### src/rtl/uart_pkg.sv
// Shared constants for the UART receive path: state encoding, parity sense
// and the oversampling offsets around the middle of each bit.
package uart_pkg;

  typedef enum logic [2:0] {
    IDLE   = 3'd0,
    START  = 3'd1,
    DATA   = 3'd2,
    PARITY = 3'd3,
    STOP   = 3'd4
  } rx_state_t;

  localparam logic PAR_EVEN = 1'b0;
  localparam logic PAR_ODD  = 1'b1;

  // Sample points relative to P/2: early = P/2-1, mid = P/2, late = P/2+1,
  // and the vote is registered at P/2+2.
  localparam int SMP_EARLY = 1;
  localparam int SMP_LATE  = 1;
  localparam int SMP_VOTE  = 2;

endpackage

### src/rtl/rx_data_sampler.sv
// Three-point oversampler: captures RX at P/2-1, P/2, P/2+1 and registers the
// majority as the bit value at P/2+2, with a one-cycle ready strobe.
module rx_data_sampler
  import uart_pkg::*;
#(
  parameter int PRESCALE_WIDTH = 6
) (
  input  logic                      CLK,
  input  logic                      RST,
  input  logic                      active,
  input  logic [PRESCALE_WIDTH-1:0] prescale,
  input  logic [PRESCALE_WIDTH-1:0] edge_cnt,
  input  logic                      rx_in,
  output logic                      sampled_bit,
  output logic                      bit_rdy
);

  logic [PRESCALE_WIDTH-1:0] half;
  logic [PRESCALE_WIDTH-1:0] pt_early, pt_late, pt_vote;
  logic [2:0]                smp;
  logic                      majority;

  assign half     = prescale >> 1;
  assign pt_early = half - PRESCALE_WIDTH'(SMP_EARLY);
  assign pt_late  = half + PRESCALE_WIDTH'(SMP_LATE);
  assign pt_vote  = half + PRESCALE_WIDTH'(SMP_VOTE);
  assign majority = (smp[0] & smp[1]) | (smp[0] & smp[2]) | (smp[1] & smp[2]);

  // NOTE: sequential state uses <= so every register sees pre-edge values.
  always_ff @(posedge CLK or posedge RST) begin
    if (RST) begin
      smp         <= '0;
      sampled_bit <= 1'b0;
      bit_rdy     <= 1'b0;
    end else begin
      bit_rdy <= 1'b0;
      if (active) begin
        if (edge_cnt == pt_early) smp[0] <= rx_in;
        if (edge_cnt == half)     smp[1] <= rx_in;
        if (edge_cnt == pt_late)  smp[2] <= rx_in;
        if (edge_cnt == pt_vote) begin
          sampled_bit <= majority;
          bit_rdy     <= 1'b1;
        end
      end
    end
  end

endmodule

### src/rtl/uart_rx.sv
// UART receiver: frame FSM, edge/bit counters, LSB-first deserializer and
// parity/stop checking; results leave as one-cycle registered pulses.
module uart_rx
  import uart_pkg::*;
#(
  parameter int DATA_WIDTH     = 8,
  parameter int PRESCALE_WIDTH = 6
) (
  input  logic                      CLK,
  input  logic                      RST,
  input  logic                      RX_IN,
  input  logic [PRESCALE_WIDTH-1:0] Prescale,
  input  logic                      PAR_EN,
  input  logic                      PAR_TYP,
  output logic [DATA_WIDTH-1:0]     P_DATA,
  output logic                      data_valid,
  output logic                      par_err,
  output logic                      stp_err
);

  localparam int BIT_W = (DATA_WIDTH > 1) ? $clog2(DATA_WIDTH) : 1;
  localparam logic [BIT_W-1:0] LAST_BIT = BIT_W'(DATA_WIDTH - 1);

  rx_state_t                 state;
  logic [PRESCALE_WIDTH-1:0] edge_cnt;
  logic [PRESCALE_WIDTH-1:0] prescale_q;
  logic [BIT_W-1:0]          bit_cnt;
  logic [DATA_WIDTH-1:0]     shift_q;
  logic                      par_en_q, par_typ_q, par_bad;
  logic                      edge_last;
  logic                      sampled_bit, bit_rdy;

  assign edge_last = (edge_cnt == prescale_q - 1'b1);

  rx_data_sampler #(.PRESCALE_WIDTH(PRESCALE_WIDTH)) u_sampler (
    .CLK         (CLK),
    .RST         (RST),
    .active      (state != IDLE),
    .prescale    (prescale_q),
    .edge_cnt    (edge_cnt),
    .rx_in       (RX_IN),
    .sampled_bit (sampled_bit),
    .bit_rdy     (bit_rdy)
  );

  // The FSM acts on the voted bit one cycle after the sampler registers it.
  always_ff @(posedge CLK or posedge RST) begin
    if (RST) begin
      state      <= IDLE;
      edge_cnt   <= '0;
      bit_cnt    <= '0;
      prescale_q <= '0;
      par_en_q   <= 1'b0;
      par_typ_q  <= PAR_EVEN;
      par_bad    <= 1'b0;
      // NOTE: the shift register is cleared too, so no stale frame bits survive reset.
      shift_q    <= '0;
      P_DATA     <= '0;
      data_valid <= 1'b0;
      par_err    <= 1'b0;
      stp_err    <= 1'b0;
    end else begin
      data_valid <= 1'b0;
      par_err    <= 1'b0;
      stp_err    <= 1'b0;
      if (state != IDLE) edge_cnt <= edge_last ? '0 : edge_cnt + 1'b1;

      unique case (state)
        IDLE: begin
          if (!RX_IN) begin
            state      <= START;
            edge_cnt   <= PRESCALE_WIDTH'(1);   // this cycle was edge 0
            bit_cnt    <= '0;
            prescale_q <= Prescale;
            par_en_q   <= PAR_EN;
            par_typ_q  <= PAR_TYP;
            par_bad    <= 1'b0;
          end
        end
        START: begin
          if (bit_rdy && sampled_bit) begin
            state    <= IDLE;
            edge_cnt <= '0;
          end else if (edge_last) begin
            state <= DATA;
          end
        end
        DATA: begin
          if (bit_rdy) shift_q <= {sampled_bit, shift_q[DATA_WIDTH-1:1]};
          if (edge_last) begin
            if (bit_cnt == LAST_BIT) begin
              bit_cnt <= '0;
              state   <= par_en_q ? PARITY : STOP;
            end else begin
              bit_cnt <= bit_cnt + 1'b1;
            end
          end
        end
        PARITY: begin
          if (bit_rdy) par_bad <= ((^shift_q) ^ par_typ_q) != sampled_bit;
          if (edge_last) state <= STOP;
        end
        STOP: begin
          if (bit_rdy) begin
            stp_err <= ~sampled_bit;
            par_err <= par_bad;
            if (sampled_bit && !par_bad) begin
              P_DATA     <= shift_q;
              data_valid <= 1'b1;
            end
            state    <= IDLE;
            edge_cnt <= '0;
          end
        end
        default: state <= IDLE;
      endcase
    end
  end

endmodule

### config.mk
export PLATFORM = sky130hd
export DESIGN_NAME = uart_rx
export DESIGN_NICKNAME = d
export VERILOG_FILES = /design/src/rtl/uart_pkg.sv /design/src/rtl/rx_data_sampler.sv /design/src/rtl/uart_rx.sv
export SDC_FILE = /design/constraint.sdc
export NUM_CORES = 1
export LEC_CHECK = 0
export ABC_AREA = 1
export CORE_MARGIN = 2
export CORE_UTILIZATION = 60
export CTS_BUF_LIST = sky130_fd_sc_hd__clkbuf_8
export CTS_CLUSTER_DIAMETER = 50
export CTS_CLUSTER_SIZE = 10
export DETAILED_ROUTE_END_ITERATION = 10
export GPL_ROUTABILITY_DRIVEN = 0
export PLACE_DENSITY = 0.82
export SYNTH_ARGS = -nofsm -noshare
export SYNTH_HDL_FRONTEND = slang
export SYNTH_SLANG_ARGS = --single-unit
### constraint.sdc
create_clock -name CLK -period 2.45 [get_ports CLK]
set_clock_uncertainty 0.2 [all_clocks]
set_input_delay 0.6125 -clock CLK [delete_from_list [all_inputs] [get_ports CLK]]
set_output_delay 0.6125 -clock CLK [all_outputs]
set_load 0.01 [all_outputs]
==> results of run 1 <==
## cells in the mapped netlist
| library cell | instances |
|---|---|
| nand4_1 | 3 |
| xnor2_2 | 1 |
| nor2_1 | 30 |
| xnor2_1 | 10 |
| nand2_1 | 104 |
| nand3_1 | 25 |
| clkbuf_2 | 2 |
| o21ai_1 | 1 |
| xor2_1 | 11 |
| or2_1 | 1 |
| o21a_1 | 1 |
| nand3b_1 | 1 |
| buf_6 | 1 |
| nor3_4 | 1 |
| nor3_2 | 2 |
| a21oi_1 | 16 |
| mux2_2 | 2 |
| inv_1 | 44 |
| o21bai_1 | 1 |
| nor3_1 | 4 |
| o21ai_0 | 23 |
| and3_4 | 1 |
| clkbuf_1 | 1 |
| inv_2 | 3 |
| ha_1 | 10 |
| buf_2 | 2 |
| dfrtp_1 | 45 |
| nand2_2 | 4 |
| nor2_2 | 1 |
## registers in the layout (all words and copies together) (netlist names)
name	count
stp_err	1
par_typ_q	1
edge_cnt	6
P_DATA	8
u_sampler.sampled_bit	1
prescale_q	6
data_valid	1
bit_cnt	3
shift_q	8
u_sampler.smp	3
u_sampler.bit_rdy	1
par_bad	1
par_en_q	1
state	3
par_err	1
## metal layers
layer | part of all wire, % | GRT usage, %
met5 | 0 | 0
met4 | 1.6 | 7.13
met1 | 48 | 32.5
met2 | 48 | 39.5
met3 | 3.0 | 4.27
## power groups by stage
stage	combinational, mW	clock (mW)	sequential [mW]
5_1_grt	1.78	0.513	1.16
4_1_cts	1.54	0.489	1.13
3_5_place_dp	1.52	0	1.15
2_1_floorplan	1.29	0	1.05
3_3_place_gp	1.49	0	1.14
6_report	1.54	0.475	1.14
## critical path, stage by stage (launching register included)
cell	delay, ns
dfrtp_1	0.45
inv_1	0.18
ha_1	0.23
inv_1	0.05
nor3_1	0.31
nand2_1	0.12
nand2_1	0.09
nand2_1	0.08
nand3_1	0.15
nand2_1	0.11
nand2_1	0.08
nand2_1	0.04
## how the worst max path moves through the flow
stage,start,endpoint,slack [ns],depth (start not counted)
finish,prescale_q[1],bit_cnt[0],0.23,11
global route,prescale_q[1],state[0],0.05,11
CTS,prescale_q[1],state[0],0.25,11
detailed placement,RX_IN,prescale_q[5],0.27,4
global placement,RX_IN,state[0],0.29,7
floorplan,prescale_q[2],state[0],0.50,11
## logic make-up (layout without fill, tap and decap cells)
logic type / after synthesis / after routing / share of synthesized area [%]
and+or+nand+nor: 177 / 177 / 28.6
adders and majority gates: 10 / 10 / 4.70
AOI/OAI and AO/OA: 42 / 42 / 8.09
muxes: 2 / 2 / 0.847
xor gates and xnor gates: 22 / 22 / 7.53
DFF: 45 / 45 / 42.3
buffers and inverters: 53 / 79 / 7.95
## layout make-up
cell class / instances / share of cell area, %
inverters: 47 / 5.86
clock inverters: 3 / 0.706
repair buffers: 24 / 7.72
multi-input cells: 253 / 43.9
flip-flops and latches: 45 / 37.4
clock buffers: 5 / 2.28
well taps: 52 / 2.16
==> flow_summary_export.csv, run 1 <==
group,metric,value,unit
run_status,status,"completed",
floorplan,row_count,24,
power_and_ir_drop,p_sw,1.44,mW
setup_path,worstPathRequired,2.45,ns
floorplan,fp.dieW,70.6,um
detailed_routing,wl,5450,um
sta,hold_viol,0,
power_and_ir_drop,power_frac_comb,48.8,%
hold_path,worstHoldPathType,"register to register",
flow_run,drv_cap,0,
sta,rsz0062_at_grt,"no",
global_route,overflow,0,
cts,cts_resized,0,
floorplan,die_area,4980,sq um
sta,worstMarginPinSlew,0.444,ns
cts,cts_hold_buf,0,
power_and_ir_drop,pwr-share-seq,36.1,%
power_and_ir_drop,power.internal,1.71,mW
sta,setup_slack,0.234,ns
setup_path,rr_worst_depth,11,
global_route,grt_start_max_net_pins,28,
layout,area_growth,13.3,%
layout,drive_above_1_share,6.90,%
detailed_routing,vias,2216,
sta,fin_crit_sh,90.4,%
sta,final.setup.tns,0,ns
setup_path,r2r-end,"bit_cnt[0]",
cts,postCtsSetupBuffers,0,
synthesis,yosys_register_bits,45,
global_route,antenna_found_initial,0,
sta,maxSlewViolCount,0,
setup_path,cp.arrival,2.21,ns
setup_path,start_kind,"register",
cts,cts_max_level,2,
global_route,grt_pass1_wl,9460,um
synthesis,synth_cell_type_count,29,
power_and_ir_drop,peakVddDrop,0.593,mV
power_and_ir_drop,powerDensity,1050,nW/um^2
synthesis,syn-num-nets,372,
layout,n_fill_cell,355,
setup_path,end_kind,"register",
global_route,grt_pass1_vias,2085,
cts,cts.sinks,45,
layout,layout.area.seq,1130,sq um
power_and_ir_drop,clkPwrFrac,15.1,%
layout,final_area,3010,sq um
synthesis,syn_inst,351,
power_and_ir_drop,p_leak,1.52,nW
sta,setup_viol,0,
sta,relSlewSlack,70.3,%
power_and_ir_drop,report.power.total,3.16,mW
placement,io_buffers,21,
detailed_routing,first_pass_iters,4,
synthesis,synth_area,2660,sq um
layout,fin_util,69.7,%
detailed_routing,via_per_inst,5.17,
placement,place_hpwl,3980,um
layout,final_common_cell,"nand2_1",
cts,clk_pin_slew_worst_paths,0.09,ns
setup_path,crit_type,"register to register",
hold_path,min_path_cells,2,
cts,clockRootBuffer,"clkbuf_8",
synthesis,yosysTopAreaCell,"dfrtp_1",
synthesis,yosys_warnings,0,
hold_path,hold_start,"P_DATA[0]",
cts,cts_made_buffers,5,
setup_path,crit_fanout,5,
placement,dp_slack,0.268,ns
detailed_routing,wire_per_inst,12.7,um
cts,cts_tree,"yes",
hold_path,min_to,"P_DATA[0]",
cts,cts_buffer_depth,2,
layout,num_antenna_cells,0,
placement,placed_cell_area,2920,sq um
placement,dp_cells,421,
global_route,grt_use_total,23.9,%
layout,layout.nets,397,
layout,layout.cells.non_filler,429,
setup_path,r2r_start,"prescale_q[1]",
layout,final_cell_mix,"nand2_1 (104), dfrtp_1 (45), inv_1 (43)",
sta,timing.final.crit_period,2.22,ns
synthesis,synth_top_area_share,42.3,%
floorplan,core,4320,sq um
synthesis,synth_area_leaders,"dfrtp_1 (42%), nand2_1 (15%), inv_1 (6.2%)",
synthesis,syn_area_per_cell,7.58,sq um
layout,multiInputGateArea,1320,sq um
sta,clock.fmax,451,MHz
detailed_routing,antenna_left,0,
power_and_ir_drop,switching_share,45.8,%
synthesis,ys_seq_area_share,42.3,%
floorplan,die_h,70.6,um
floorplan,start_util,61.5,%
detailed_routing,route.detailed.drc,0,
floorplan,ios,22,
detailed_routing,drt_iter0_markers,145,
setup_path,regToRegSetupSlack,0.23,ns
sta,holdWs,0.280,ns
cts,clk_latency,0.31,ns
(Power assumes the default switching activity.)
==> run 2, diff against run 1 <==
--- a/config.mk
+++ b/config.mk
@@ -6,6 +6,7 @@
 export NUM_CORES = 1
 export LEC_CHECK = 0
 export ABC_AREA = 1
+export CORE_ASPECT_RATIO = 1.25
 export CORE_MARGIN = 2
 export CORE_UTILIZATION = 60
 export CTS_BUF_LIST = sky130_fd_sc_hd__clkbuf_8
==> flow_summary_export.csv, run 2 (synthesis gave the netlist of run 1 again) <==
group,metric,value,unit
setup_path,path_cells,"inv_1 -> ha_1 -> inv_1 -> nor3_1 -> nand3_1 -> nand2_1 -> nand3_1 -> nand2_1 -> nand2_2 -> nand2_1 -> nand2_1",
layout,final_cell_mix,"nand2_1 (104), dfrtp_1 (45), inv_1 (43)",
sta,timing.final.crit_period,2.22,ns
setup_path,r2r-end,"state[0]",
cts,clk_latency,0.30,ns
setup_path,cp_slowest_stage_delay,0.43,ns
setup_path,crit_fanout,7,
floorplan,ios,22,
cts,postCtsSetupBuffers,0,
global_route,grt_start_max_net_pins,46,
setup_path,cp.arrival,2.22,ns
cts,clockRootBuffer,"clkbuf_8",
setup_path,regToRegSetupSlack,0.23,ns
setup_path,crit_path_frequent_cell,"nand2_1",
sta,clock.fmax,450,MHz
global_route,antenna_found_initial,0,
sta,holdWs,0.278,ns
detailed_routing,antenna_left,0,
floorplan,core,4320,sq um
hold_path,worstHoldPathType,"register to register",
run_status,status,"completed",
setup_path,path_depth,11,
global_route,grt_use_total,25.3,%
global_route,grt_pass1_vias,2279,
setup_path,critical-path-top-delay-family,"simple AND/OR/NAND/NOR gates",
floorplan,row_count,27,
sta,final.setup.tns,0,ns
power_and_ir_drop,powerDensity,1070,nW/um^2
setup_path,end_kind,"register",
power_and_ir_drop,peakVddDrop,0.630,mV
power_and_ir_drop,p_leak,1.53,nW
sta,maxSlewViolCount,0,
sta,hold_viol,0,
cts,cts_made_buffers,5,
global_route,grt_pass1_wl,9880,um
sta,rsz0062_at_grt,"no",
cts,cts_hold_buf,0,
detailed_routing,first_pass_iters,4,
setup_path,worstPathRequired,2.45,ns
sta,worstMarginPinSlew,0.424,ns
cts,cts_resized,0,
detailed_routing,via_per_inst,5.23,
layout,layout.nets,396,
floorplan,start_util,61.5,%
placement,place_hpwl,4260,um
setup_path,start_kind,"register",
floorplan,die_h,78.4,um
setup_path,startpoint,"prescale_q[2]",
sta,relSlewSlack,71.7,%
layout,n_fill_cell,376,
layout,num_antenna_cells,0,
sta,fin_crit_sh,90.7,%
setup_path,crit_path_top_delay_cell,"dfrtp_1",
setup_path,critical_path.endpoint,"state[0]",
cts,cts_max_level,2,
detailed_routing,wire_per_inst,12.6,um
cts,cts.sinks,45,
layout,final_common_cell,"nand2_1",
setup_path,rr_worst_depth,11,
cts,cts_tree,"yes",
layout,area_growth,14.9,%
layout,reg_top3,"P_DATA (8), shift_q (8)",
setup_path,r2r_start,"prescale_q[2]",
detailed_routing,wl,5490,um
detailed_routing,vias,2271,
setup_path,crit_type,"register to register",
global_route,overflow,0,
cts,cts_buffer_depth,2,
placement,io_buffers,21,
floorplan,fp.dieW,63.6,um
flow_run,drv_cap,0,
cts,clk_pin_slew_worst_paths,0.08,ns
layout,drive_above_1_share,6.65,%
detailed_routing,route.detailed.drc,0,
floorplan,die_area,4990,sq um
layout,fin_util,70.7,%
sta,setup_viol,0,
setup_path,crit_buf_inv,2,
detailed_routing,drt_iter0_markers,142,
-- run 2: routing by layer --
layer | vias up | wire length, um | global-route usage (%)
li1 | 1144 | - | -
met1 | 1053 | 2220 | 27.6
met2 | 53 | 2810 | 45.8
met3 | 21 | 163 | 3.87
met4 | 0 | 293 | 14.8
met5 | - | 0 | 0
-- run 2: area by class of cell --
cell class	instances	area, sq um	share of cell area [%]
multi-input combinational	253	1320	43.3
clock buffer	6	82.6	2.70
inverter	47	176	5.77
timing repair buffer	23	238	7.78
tap	58	72.6	2.38
clock inverter	2	37.5	1.23
sequential	45	1130	36.9
-- run 2: worst register-to-register path, stage by stage, from the launching register on --
cell	delay [ns]
dfrtp_1	0.43
inv_1	0.21
ha_1	0.25
inv_1	0.06
nor3_1	0.29
nand3_1	0.12
nand2_1	0.13
nand3_1	0.11
nand2_1	0.14
nand2_2	0.07
nand2_1	0.06
nand2_1	0.05
-- run 2: how the worst min path moves through the flow --
stage,slack [ns],endpoint,from,cells after the start
6_report,0.28,P_DATA[0],P_DATA[0],2
5_1_grt,0.32,P_DATA[0],P_DATA[0],2
4_1_cts,0.28,P_DATA[0],P_DATA[0],2
3_5_place_dp,0.26,P_DATA[0],P_DATA[0],2
3_3_place_gp,0.26,P_DATA[0],P_DATA[0],2
2_1_floorplan,0.26,u_sampler.smp[2],u_sampler.smp[2],2
-- run 2: power breakdown --
part	internal, mW	switching, mW
sequential	0.911	0.238
combinational	0.596	0.938
clock	0.332	0.259
-- run 2: per-stage QoR --
stage          setup slack, ns  area (sq um)  instances  total power [mW]
2_1_floorplan            0.499          2660        351              2.34
3_3_place_gp             0.310          2940        426              2.63
3_5_place_dp             0.282          2940        426              2.68
4_1_cts                  0.267          3060        434              3.28
5_1_grt                 0.0762          3060        434              3.57
6_report                 0.229          3060        434              3.27
==> edit 1: new RTL, config.mk and constraints of run 1 <==
Encoding of `rx_state_t`: now one-hot (5 bits for 5 states).
--- a/src/rtl/uart_pkg.sv
+++ b/src/rtl/uart_pkg.sv
@@ -3,10 +3,10 @@
 package uart_pkg;
 
-  typedef enum logic [2:0] {
-    IDLE   = 3'd0,
-    START  = 3'd1,
-    DATA   = 3'd2,
-    PARITY = 3'd3,
-    STOP   = 3'd4
+  typedef enum logic [4:0] {
+    IDLE   = 5'b00001,
+    START  = 5'b00010,
+    DATA   = 5'b00100,
+    PARITY = 5'b01000,
+    STOP   = 5'b10000
   } rx_state_t;
 
Check against the original RTL: no difference found for any inputs over 10 cycles, from zero or initial values and one cycle with RST high; not proved beyond that.
==> edit 1 against run 1 <==
- power rose by 23%
- die area rose by 8.8%
- setup slack improved by 0.12 ns
- fmax rose by 5.8%
- area after synthesis rose by 9.3%
- final area rose by 9.4%
- sequential cell count rose by 2
- routed wire length rose by 9.5%
- global-route usage rose by 1.4 points
- first-iteration DRC count rose by 34%
==> edit 1: results (changes against run 1) <==
| Metric | Value |
|---|---|
| Register area share after synthesis | 40.5% (was 42.3%) |
| Post-synthesis async set-or-reset flop share | 100% (unchanged) |
| Initial drt markers | 195 (was 145) |
| Synth warnings | 0 (unchanged) |
| DRT Pass-1 Iters | 5 (was 4) |
| Met1 Use GR | 32.3% (was 32.5%) |
| Lkg Pwr | 1.64 nW (was 1.52 nW) |
| Cts bufs inserted | 5 (unchanged) |
| Slowest CP cell | dfrtp_1 (unchanged) |
| H-tree depth | 2 (unchanged) |
| Global-route wire length before repair | 10500 µm (was 9460 µm) |
| Worst-Skew Late Latency | 0.31 ns (about the same) |
| Worst Hold Class | reg2reg (unchanged) |
| Post-CTS Hold Buffers | 0 (unchanged) |
| Pre-CTS setup slack | 0.295 ns (was 0.268 ns) |
| WL final | 5960 µm (was 5450 µm) |
| Post-DP Area | 3160 µm² (was 2920 µm²) |
| Relative slew margins | 61.6% (was 70.3%) |
| Met2 usage | 43.8% (was 39.5%) |
| Met3 GRT Util | 3.29% (was 4.27%) |
| Placed cells | 450 (was 421) |
| Most common library cells after synthesis | 116 x nand2_1, 54 x inv_1, 46 x dfrtp_1 (was 104 x nand2_1, 45 x dfrtp_1, 44 x inv_1) |
| Total GRT Usage | 25.2% (was 23.9%) |
| Max Fanout on Critical Path | 5 (unchanged) |
| Met3 wire length | 249 µm (was 165 µm) |
| Postcts setup bufs | 0 (unchanged) |
| Vias | 2449 (was 2216) |
| Max VDD drop | 0.894 mV (was 0.593 mV) |
| Dpl hpwl | 4570 µm (was 3980 µm) |
| Top flop regs | P_DATA: 8 flops, shift_q: 8 flops (unchanged) |
| Met1 WL | 2590 µm (about the same) |
| Area of the multi-input gates | 1470 µm² (was 1320 µm²) |
| Antenna violations before repair | 0 (unchanged) |
| Worst EP arrival | 2.09 ns (was 2.21 ns) |
| WL met2 | 2990 µm (was 2600 µm) |
| Mapped Cells | 380 (was 351) |
| Routed WL per cell | 13.0 µm (was 12.7 µm) |
| Top cells by area, synth | dfrtp_1 40%, nand2_1 15%, inv_1 7.0% (was dfrtp_1 42%, nand2_1 15%, inv_1 6.2%) |
| Fraction of layout cells with a size suffix above 1 | 10.9% (was 6.90%) |
| Filler cells | 389 (was 355) |
| Fin nets | 424 (was 397) |
| Highest routed layer | met4 (unchanged) |
| CTS root buf | clkbuf_8 (unchanged) |
| Largest net degree at the start of global routing | 34 (was 28) |
| Critical path's largest stage delay | between 0.4 and 0.5 ns |
| Post-cts sizing count | 0 (unchanged) |
| Yosys cell types | 34 (was 29) |
| # diodes | 0 (unchanged) |
| Top FF cell, synth | dfrtp_1 (unchanged) |
| IO buf count | 21 (unchanged) |
| Outcome | completed (unchanged) |
| Mapped Nets | 401 (was 372) |
| CTS Buffer Depth | 2 (unchanged) |
| Clk slew on worst S/H paths | approximately 0.10 ns |
## edit 1: cell families (layout without fill, tap and decap cells)
family	Yosys count	after routing	synth area share (%)
and+or+nand+nor	202	202	33.0
buffers and inverters	64	88	9.08
DFF	47	47	40.5
AOI/OAI and AO/OA	40	40	8.05
xor gates and xnor gates	17	17	5.12
adders and majority gates	10	10	4.30
## edit 1: path summary, 6_finish.rpt
check / start / end / slack (ns) / depth (start not counted)
min in group asynchronous: RST / prescale_q[0] / 0.39 / 2
max reg2reg: prescale_q[1] / state[2] / 0.36 / 13
max in group asynchronous: RST / state[0] / 1.09 / 3
min: par_bad / data_valid / 0.25 / 1
max: prescale_q[1] / state[2] / 0.36 / 13
min reg2reg: par_bad / data_valid / 0.25 / 1
## edit 1: area by class of cell
cell class,count,share of cell area [%]
multi-input cells,269,44.5
flip-flops and latches,47,35.7
repair buffers,23,7.21
inverters,57,6.49
clock buffers,5,2.09
well taps,54,2.05
clock inverters,3,1.94
## edit 1: where the power goes
| part | switching, W | total [W] | internal [W] |
|---|---|---|---|
| Clock | 0.000267 | 0.000670 | 0.000404 |
| Sequential | 0.000246 | 0.00121 | 0.000965 |
| Combinational | 0.00127 | 0.00199 | 0.000722 |
| Total | 0.00178 | 0.00387 | 0.00209 |
## edit 1: worst max-delay path, delay by kind of cell (launching register included)
| kind | cells | cell delay, ns |
|---|---|---|
| compound gates | 1 | 0.18 |
| flops | 1 | 0.44 |
| buf+inv | 2 | 0.24 |
| simple gates | 9 | 0.73 |
| fa+ha+maj | 1 | 0.20 |
==> edit 2: new RTL, flow settings as in run 1 <==
Made on the original files. `PRESCALE_WIDTH` is set to 6 in 2 places; all go to 4.
--- a/src/rtl/rx_data_sampler.sv
+++ b/src/rtl/rx_data_sampler.sv
@@ -4,5 +4,5 @@
   import uart_pkg::*;
 #(
-  parameter int PRESCALE_WIDTH = 6
+  parameter int PRESCALE_WIDTH = 4
 ) (
   input  logic                      CLK,
--- a/src/rtl/uart_rx.sv
+++ b/src/rtl/uart_rx.sv
@@ -5,5 +5,5 @@
 #(
   parameter int DATA_WIDTH     = 8,
-  parameter int PRESCALE_WIDTH = 6
+  parameter int PRESCALE_WIDTH = 4
 ) (
   input  logic                      CLK,
Ports: changed (resized Prescale); port bits go from 22 to 20. No check against the original RTL was run, so the function may have changed too.
==> edit 2 against run 1 <==
- area after synthesis decreased by 14%
- setup slack better by 0.21 ns
- count of clock-buffer cells in the layout unchanged
- power decreased by 19%
- final area decreased by 14%
- sequential cell count shrank 4
- routed wire length down 28%
- global-route usage down 2.3 points
- worst hold slack got worse by 0.0028 ns
- via count decreased by 20%
- critical endpoint is now state[0]
- highest routed layer unchanged
==> edit 2: results (changes against run 1) <==
| Metric | Value |
|---|---|
| Outcome | completed (unchanged) |
| Lkg Pwr | 1.30 nW (was 1.52 nW) |
| Power share of the clock group | 16.6% (was 15.1%) |
| Max Fanout on Critical Path | 6 (was 5) |
| Worst EP arrival | 1.99 ns (was 2.21 ns) |
| Filler cells | 306 (was 355) |
| Relative slew margins | 66.6% (was 70.3%) |
| H-tree depth | 2 (unchanged) |
| Top cells by area, synth | dfrtp_1 45%, nand2_1 14%, ha_1 5.5% (was dfrtp_1 42%, nand2_1 15%, inv_1 6.2%) |
| WL final | 3910 µm (was 5450 µm) |
| Sw power | 0.00109 W (was 0.00144 W) |
| Total GRT Usage | 21.6% (was 23.9%) |
| Pre-CTS setup slack | 0.340 ns (was 0.268 ns) |
| Seq Cell Count | 41 (was 45) |
| Clock tree cell share of total cell area | 3.19% (was 2.99%) |
| Global-route wire length before repair | 7190 µm (was 9460 µm) |
| Fraction of layout cells with a size suffix above 1 | 9.48% (was 6.90%) |
| Antenna violations before repair | 0 (unchanged) |
| Met1 WL | 1780 µm (was 2590 µm) |
| Met3 wire length | 131 µm (was 165 µm) |
| Fin nets | 324 (was 397) |
| Cts bufs inserted | 5 (unchanged) |
| Core ar. | 3660 µm² (was 4320 µm²) |
| Buffer share of cell area | 7.65% (was 7.72%) |
| Worst-Skew Late Latency | 0.29 ns (was 0.31 ns) |
| Register area | 1030 µm² (was 1130 µm²) |
| Area of the multi-input gates | 1080 µm² (was 1320 µm²) |
| Largest net degree at the start of global routing | 42 (was 28) |
| Max VDD drop | 0.686 mV (was 0.593 mV) |
| Mapped Nets | 303 (was 372) |
| Initial drt markers | 168 (was 145) |
| Nonclk buf count | 20 (was 24) |
| Multi-In Gates | 201 (was 253) |
| Most common library cells after synthesis | 83 x nand2_1, 41 x dfrtp_1, 30 x inv_1 (was 104 x nand2_1, 45 x dfrtp_1, 44 x inv_1) |
| Number of global-route vias before repair | 1759 (was 2085) |
| WL met2 | 1960 µm (was 2600 µm) |
| Post-DR vias/cell | 5.03 (was 5.17) |
| # diodes | 0 (unchanged) |
| Inverters | 36 (was 47) |
| Dpl hpwl | 2910 µm (was 3980 µm) |
| P_comb | 0.00111 W (was 0.00154 W) |
| Post-DP Area | 2500 µm² (was 2920 µm²) |
| IO buf count | 19 (was 21) |
| Register area share after synthesis | 44.9% (was 42.3%) |
[edit 2: cell types whose count changed in the layout (fill, tap and decap cells not counted), moves of 3 or more]
cell / delta
a21oi_1: -8
dfrtp_1: -4
inv_1: -12
inv_2: +3
nand2_1: -21
nand3_1: -10
nor2_1: -6
o21ai_0: -20
o21ai_1: +12
o21ai_2: +7
xnor2_1: -6
[edit 2: critical path, cell delays in order (launching register included)]
cell	delay, ns
dfrtp_1	0.47
inv_1	0.13
ha_1	0.21
or2_1	0.22
nand2_1	0.06
nand2_1	0.05
nand2_1	0.07
nand3_1	0.14
nand2_1	0.16
nand2_1	0.08
nand2_1	0.07
nand2_1	0.05
[edit 2: metal layers]
metal  track usage (%)  vias up
met4              6.51        0
met2              40.4       34
li1                  -      931
met3              4.97        6
met1              24.0      811
met5                 0        -
[edit 2: worst paths after layout]
| check | startpoint | to | slack (ns) | cells past startpoint |
|---|---|---|---|---|
| max | prescale_q[1] | state[0] | 0.44 | 11 |
| min | P_DATA[0] | P_DATA[0] | 0.28 | 2 |
| max reg2reg | prescale_q[1] | state[0] | 0.44 | 11 |
| min reg2reg | P_DATA[0] | P_DATA[0] | 0.28 | 2 |
| max in group asynchronous | RST | state[1] | 1.16 | 3 |
| min in group asynchronous | RST | u_sampler.smp[0] | 0.54 | 3 |
[edit 2: metrics by stage]
stage	util (%)	cells	total power, W
finish	70.6	354	0.00255
global placement	68.4	346	0.00210
floorplan	-	284	0.00193
CTS	70.6	354	0.00256
detailed placement	68.4	346	0.00214
global route	70.6	354	0.00280
[edit 2: cell families after synthesis]
kind of cell | share of synthesized area, %
multiplexers | 0.493
flip-flops | 44.9
buffers and inverters | 7.62
AO/OA/AOI/OAI | 8.27
XOR/XNOR | 5.75
adder cells (fa/ha/maj) | 5.92
AND/OR/NAND/NOR | 27.0
